`config.mk`:
```
export PLATFORM = sky130hd
export DESIGN_NAME = hc595_frame_receiver
export DESIGN_NICKNAME = d
export VERILOG_FILES = /design/src/rtl/hc595_frame_receiver.sv
export SDC_FILE = /design/constraint.sdc
export NUM_CORES = 1
export LEC_CHECK = 0
export ABC_AREA = 1
export ABC_CLOCK_PERIOD_IN_PS = 1600
export CAP_MARGIN = 20
export CORE_ASPECT_RATIO = 1.75
export CORE_MARGIN = 2
export CORE_UTILIZATION = 48
export CTS_CLUSTER_DIAMETER = 120
export DETAILED_ROUTE_END_ITERATION = 7
export PLACE_DENSITY = 0.82
export SETUP_SLACK_MARGIN = 0.2
export SLEW_MARGIN = 20
export SYNTH_ARGS = -nofsm -noshare
export SYNTH_HDL_FRONTEND = slang
export SYNTH_SLANG_ARGS = --single-unit
```
`constraint.sdc`:
```
create_clock -name Clk -period 1.6 [get_ports Clk]
set_input_delay 0.32 -clock Clk [delete_from_list [all_inputs] [get_ports Clk]]
set_output_delay 0.32 -clock Clk [all_outputs]
set_load 0.01 [all_outputs]
```
`src/rtl/hc595_frame_receiver.sv`:
```
// Receive end of the 74HC595 three-wire link: synchronises SH_CP/ST_CP/DS into Clk,
// deserialises MSB-first frames and flags frames of the wrong length.
module hc595_frame_receiver #(
    parameter int unsigned DATA_WIDTH  = 15,
    parameter int unsigned SYNC_STAGES = 2,
    parameter int unsigned ERR_CNT_W   = 8
) (
    input  logic                  Clk,
    input  logic                  Rst,
    input  logic                  SH_CP,
    input  logic                  ST_CP,
    input  logic                  DS,
    output logic [DATA_WIDTH-1:0] Data,
    output logic                  Data_valid,
    output logic                  Frame_err,
    output logic [ERR_CNT_W-1:0]  Err_cnt,
    output logic                  Busy
);

    localparam int unsigned CntW = $clog2(DATA_WIDTH + 2);
    localparam logic [CntW-1:0] CntFull = CntW'(DATA_WIDTH);
    localparam logic [CntW-1:0] CntOver = CntW'(DATA_WIDTH + 1);
    localparam logic [ERR_CNT_W-1:0] ErrMax = {ERR_CNT_W{1'b1}};

    logic [SYNC_STAGES-1:0] sh_sync_q, st_sync_q, ds_sync_q;
    logic                   sh_hist_q, st_hist_q;
    logic                   sh_rise, st_rise, ds_bit;

    logic [DATA_WIDTH-1:0] shift_q, shift_d;
    logic [CntW-1:0]       cnt_q, cnt_d;
    logic [DATA_WIDTH-1:0] data_q, data_d;
    logic                  valid_q, valid_d;
    logic                  err_q, err_d;
    logic [ERR_CNT_W-1:0]  err_cnt_q, err_cnt_d;
    logic                  busy_q;

    // DS uses the same chain depth as the clocks so the sampled bit lines up with its edge.
    always_ff @(posedge Clk or posedge Rst) begin
        if (Rst) begin
            sh_sync_q <= '0;
            st_sync_q <= '0;
            ds_sync_q <= '0;
            sh_hist_q <= 1'b0;
            st_hist_q <= 1'b0;
        end else begin
            sh_sync_q <= {sh_sync_q[SYNC_STAGES-2:0], SH_CP};
            st_sync_q <= {st_sync_q[SYNC_STAGES-2:0], ST_CP};
            ds_sync_q <= {ds_sync_q[SYNC_STAGES-2:0], DS};
            sh_hist_q <= sh_sync_q[SYNC_STAGES-1];
            st_hist_q <= st_sync_q[SYNC_STAGES-1];
        end
    end

    assign sh_rise = sh_sync_q[SYNC_STAGES-1] & ~sh_hist_q;
    assign st_rise = st_sync_q[SYNC_STAGES-1] & ~st_hist_q;
    assign ds_bit  = ds_sync_q[SYNC_STAGES-1];

    always_comb begin
        shift_d   = shift_q;
        cnt_d     = cnt_q;
        data_d    = data_q;
        valid_d   = 1'b0;
        err_d     = 1'b0;
        err_cnt_d = err_cnt_q;

        // Latch judges the pre-edge count; an empty latch (count 0) is silent.
        if (st_rise) begin
            if (cnt_q == CntFull) begin
                data_d  = shift_q;
                valid_d = 1'b1;
            end else if (cnt_q != '0) begin
                err_d = 1'b1;
                if (err_cnt_q != ErrMax) begin
                    err_cnt_d = err_cnt_q + ERR_CNT_W'(1);
                end
            end
            cnt_d = '0;
        end

        // A coincident shift starts the next frame with this bit.
        if (sh_rise) begin
            shift_d = {shift_q[DATA_WIDTH-2:0], ds_bit};
            if (st_rise) begin
                cnt_d = CntW'(1);
            end else if (cnt_q != CntOver) begin
                cnt_d = cnt_q + CntW'(1);
            end
        end
    end

    always_ff @(posedge Clk or posedge Rst) begin
        if (Rst) begin
            shift_q   <= '0;
            cnt_q     <= '0;
            data_q    <= '0;
            valid_q   <= 1'b0;
            err_q     <= 1'b0;
            err_cnt_q <= '0;
            busy_q    <= 1'b0;
        end else begin
            shift_q   <= shift_d;
            cnt_q     <= cnt_d;
            data_q    <= data_d;
            valid_q   <= valid_d;
            err_q     <= err_d;
            err_cnt_q <= err_cnt_d;
            busy_q    <= (cnt_d != '0);
        end
    end

    assign Data       = data_q;
    assign Data_valid = valid_q;
    assign Frame_err  = err_q;
    assign Err_cnt    = err_cnt_q;
    assign Busy       = busy_q;

endmodule

```
# [Word level (Yosys, flattened, before mapping)]
# Index checks and enable logic that the tools add are counted.
# W data, S select, Z words.
[word_totals] register_bits=54 input_bits=5 out_inout_bits=26 word_cells=35
[classes] n_eq_ne=3 n_addsub=2 n_mux=9 n_bitwise=5 n_reduce_logical=4
[ops] operator="$mux W5" n=4
[ops] operator="$reduce_bool A5 Y1" n=2
[ops] operator="$add A8 B1 Y8 const B" n=1
[ops] operator="$ne A8 B8 Y1 const B" n=1
[ops] operator="$add A5 B1 Y5 const B" n=1
[ops] operator="$eq A5 B4 Y1 const B" n=1
[ops] operator="$mux W1" n=5
[ops] operator="$ne A5 B5 Y1 const B" n=1
[ops] operator="$reduce_and A4 Y1" n=1
[ops] operator="$not A1 Y1" n=3
[ops] operator="$and A1 B1 Y1" n=2
[ops] operator="$reduce_and A2 Y1" n=1

# [Depth between registers and ports, before layout]
[logic_depth] word_depth=7 mapped_depth=11 mapped_depth_nobuf=11

# [Least setup slack after synthesis]
# No wires, ideal clock.
[synth_timing] kind="register to register" startpoint="register cnt_q[0]" endpoint="register err_cnt_q[5] (netlist: Err_cnt[5])" period_less_slack_ns=1.576 setup_time_ns=0.123 path_slack_ns=0.024 stages_incl_launch_ff=11 arrival_ns=1.453 cell_sequence="dfrtp_1 > ha_1 > nand2_1 > nor2_1 > ha_1 > nor2_2 > nand2_2 > nor2_4 > inv_4 > nand2_1 > o21ai_1"
[synth_via] elab_chain_len=3 word_cells_on_any_way=4
[synth_lines] item="start: declaration" line_no="30" source="logic [CntW-1:0] cnt_q, cnt_d;"
[synth_lines] item="start signal: assignment" line_no="102" source="cnt_q <= cnt_d;"
[synth_lines] item="$eq A5 B4 Y1" line_no="68" source="if (cnt_q == CntFull) begin"
[synth_lines] item="$not A1 Y1 (no source line)"
[synth_lines] item="$reduce_and A4 Y1 (no source line) *"
[synth_lines] item="end signal: assignment" line_no="106" source="err_cnt_q <= err_cnt_d;"
[synth_lines] item="end: declaration" line_no="34" source="logic [ERR_CNT_W-1:0] err_cnt_q, err_cnt_d;"
# Every way passes the cells marked *; elsewhere a longest branch is shown, timed or not.
# A chain may end at the register's enable or synchronous reset.

# [Worst setup path in the final report]
[layout_timing] startpoint="register cnt_q[0]" endpoint="register busy_q (netlist: Busy)"
[layout_via] elab_chain_len=5 word_cells_on_any_way=7
[layout_lines] item="$add A5 B1 Y5 (tied with other cells)" line_no="86" source="cnt_d = cnt_q + CntW'(1);"
[layout_lines] item="$mux W5" line_no="85" source="end else if (cnt_q != CntOver) begin"
[layout_lines] item="$mux W5" line_no="83" source="if (st_rise) begin"
[layout_lines] item="$mux W5 *" line_no="81" source="if (sh_rise) begin"
[layout_lines] item="$reduce_bool A5 Y1 *" line_no="107" source="busy_q <= (cnt_d != '0);"
[layout_lines] item="end signal: assignment" line_no="107"
[layout_lines] item="end: declaration" line_no="35" source="logic busy_q;"
# Marked as above.

==> flow_summary.ini <==
[setup_path]
worstPathArrival_ns = 1.86
worstSetupPathType = reg2reg
crit_fanout = 2
end_kind = register
crit_buf_inv = 1
slowest_stage = dfrtp_1
ff2ff_path_depth = 11
setup.worst_path.start_class = register
reg2reg_from = cnt_q[0]$_DFF_PP0_
path_cells = ha_2, nand2_1, nor2_1, ha_2, inv_2, nor2_1, nand2_1, nand2_2, nand2_2, nor2_1, nand3_1
crit_path_frequent_cell = nor2_1
r2r-end = Busy$_DFF_PP0_
crit_family = simple AND/OR/NAND/NOR gates
worst_path_largest_cell_delay_ns = 0.39
crit_required_ns = 1.78
r2r_setup_slack_ns = -0.08

[sta]
setup_violations = 2
grt_setup_unrepaired = true
finalSetupTns_ns = -0.100
max_freq_ghz = 0.595
skew_ns = 0.00737
max_slew.worst_pin.slew_ns = 0.297
finalHoldViolCount = 0
max_slew_margin = 0.801
slew_violations = 0
min_period_over_period = 1.05
finalCriticalPeriod_ns = 1.68
setup_slack_ns = -0.0794

[clock_tree]
htree_num_levels = 2
numCtsBuffers = 5
cts-root-buf = clkbuf_8
ctsHoldBuffers = 0
clk_path_buf_depth = 2
clkSinkCount = 54
cts_tree = yes
clk_latency_ns = 0.30
clk_pin_slew_ns = 0.09

[floorplan]
die_w_um = 55.1
core-area_um2 = 4400
io_pins = 31
start_util = 0.497
die-area_um2 = 5140
rows = 32
die_h_um = 93.4

[global_route]
grt_pass1_vias = 1723
grt_usage = 0.207
grt_max_degree = 55
grt_pass1_wl_mm = 7.67
grt_antenna_before_repair = 0
grt_overflow = 0

[detailed_routing]
vias = 1708
routed_via_density = 5.08
wire_per_inst_um = 14.1
ant_nets = 0
wl_mm = 4.74
drc = 0
drt_pass1_iterations = 4
first_iter_violations = 37

[finish]
diodes = 0
layout.cells.non_filler = 336
finalNetCount = 294
layout-drive-gt1-share = 0.263
final_core_util = 0.686
area_delta_synth_final_pct = 38.0

[synth]
ys_types = 21
syn_area_per_cell_um2 = 9.44
syn_area_um2 = 2190
synthesis.nets = 241
yosysWarnings = 0
synthCells = 232
synth_seq_cells = 54
ys_seq_area_frac = 0.617

[pwr]
peakVddDrop_v = 0.00102
p_per_area_nw_per_um2 = 996
power.leakage_nw = 1.54

[hold_path]
min_to = ds_sync_q[1]$_DFF_PP0_
hold_start = ds_sync_q[0]$_DFF_PP0_
holdPathStages = 0
hp-class = reg2reg

[flow_run]
drv_cap = 0

[place]
place_ws_ns = 0.0108
hpwl_mm = 2.56
port_buffers = 30
gp_congestion = 0.971
dp_cells = 311

[run_status]
violations = negative setup slack
run_status = finished with violations
-- state kept, by name, summed over array words and instances, names as in the netlist, 2 cells and up --
signal / cells
Err_cnt: 8
Data: 15
cnt_q: 5
shift_q: 15
sh_sync_q: 2
st_sync_q: 2
ds_sync_q: 2
-- power by group --
part,internal [W],total [W],switching [W]
sequential,0.00152,0.00160,0.0000855
combinational,0.000298,0.000695,0.000397
clock,0.000301,0.000712,0.000411
-- repair_timing --
| action | 4_1_cts | 5_1_grt |
|---|---|---|
| pin swaps | 0 | 6 |
| endpoints found under the setup margin | 52 | 29 |
| setup buffers | 13 | 2 |
| gates cloned | 3 | 0 |
| resized for setup | 62 | 35 |
| hold endpoints to repair | 0 | 0 |
-- worst max path at each step --
stage | startpoint | end | slack [ns] | depth (start not counted)
after floorplan | cnt_q[0]$_DFF_PP0_ | Busy$_DFF_PP0_ | 0.12 | 11
after global placement | cnt_q[1]$_DFF_PP0_ | Err_cnt[6]$_DFFE_PP0P_ | 0.07 | 10
after detailed placement | cnt_q[1]$_DFF_PP0_ | Err_cnt[5]$_DFFE_PP0P_ | 0.01 | 10
after CTS | cnt_q[1]$_DFF_PP0_ | Err_cnt[0]$_DFFE_PP0P_ | 0.05 | 9
after global routing | cnt_q[0]$_DFF_PP0_ | Busy$_DFF_PP0_ | -0.20 | 11
final | cnt_q[0]$_DFF_PP0_ | Busy$_DFF_PP0_ | -0.08 | 11
-- cell families after synthesis --
kind of cell | Yosys count | synth area share
AOI/OAI and AO/OA | 36 | 0.0834
DFF | 54 | 0.617
buffers and inverters | 40 | 0.0725
and+or+nand+nor | 92 | 0.180
adders and majority gates | 4 | 0.0228
xor gates and xnor gates | 6 | 0.0240
-- synthesized netlist by cell type --
library cell  count  share of area
nand4_1           2         0.0057
o21ai_0          32          0.073
nor2_2            2         0.0057
xnor2_1           2         0.0080
clkbuf_1          1         0.0017
nand2_2           4          0.011
nor2_1            9          0.015
o21ai_1           2         0.0046
xor2_1            4          0.016
nor3_1            1         0.0023
inv_1            33          0.057
a21oi_1           1         0.0023
nand3_1           8          0.018
nand2_1          63           0.11
ha_1              4          0.023
nor3b_1           1         0.0034
nor2_4            2          0.010
dfrtp_1          54           0.62
o21bai_1          1         0.0034
inv_4             1         0.0029
buf_2             5          0.011
-- metrics by stage --
stage                     total power, W  area [µm²]  hold WS [ns]
after CTS                        0.00295        2880         0.356
after global placement           0.00218        2590         0.335
after detailed placement         0.00220        2590         0.335
after global routing             0.00319        3020         0.360
after floorplan                  0.00197        2200         0.331
final                            0.00301        3020         0.355
-- cells in the final DEF, fill, tap and decap left out, types with 2 or more instances in the layout --
cell and instances:
dfrtp_1 54, nand2_1 41, inv_1 29, dlygate4sd2_1 25
nand2_2 16, o21ai_0 15, buf_4 14, o21ai_1 11
nor2_1 9, nand2_4 9, o21ai_2 8, nand3_1 7
clkbuf_8 5, xor2_1 4, clkdlybuf4s50_1 4, buf_16 3
buf_12 3, nor2_2 2, nor2_4 2, xnor2_1 2
inv_2 2, nand4_1 2, clkinvlp_4 2, ha_2 2
buf_6 2
-- per-layer routing --
layer,wire length [µm],track usage
met1,1820,0.251
met3,132,0.0288
met5,0,0
met2,2600,0.344
met4,193,0.104
-- area by class of cell --
class                      count  area [µm²]
clock inverter                 1        7.51
clock buffer                   6        72.6
sequential                    54        1350
multi-input combinational    138         847
tap                           51        63.8
timing repair buffer          52         542
fill                         330        1380
inverter                      34         139
(Power assumes the default switching activity.)
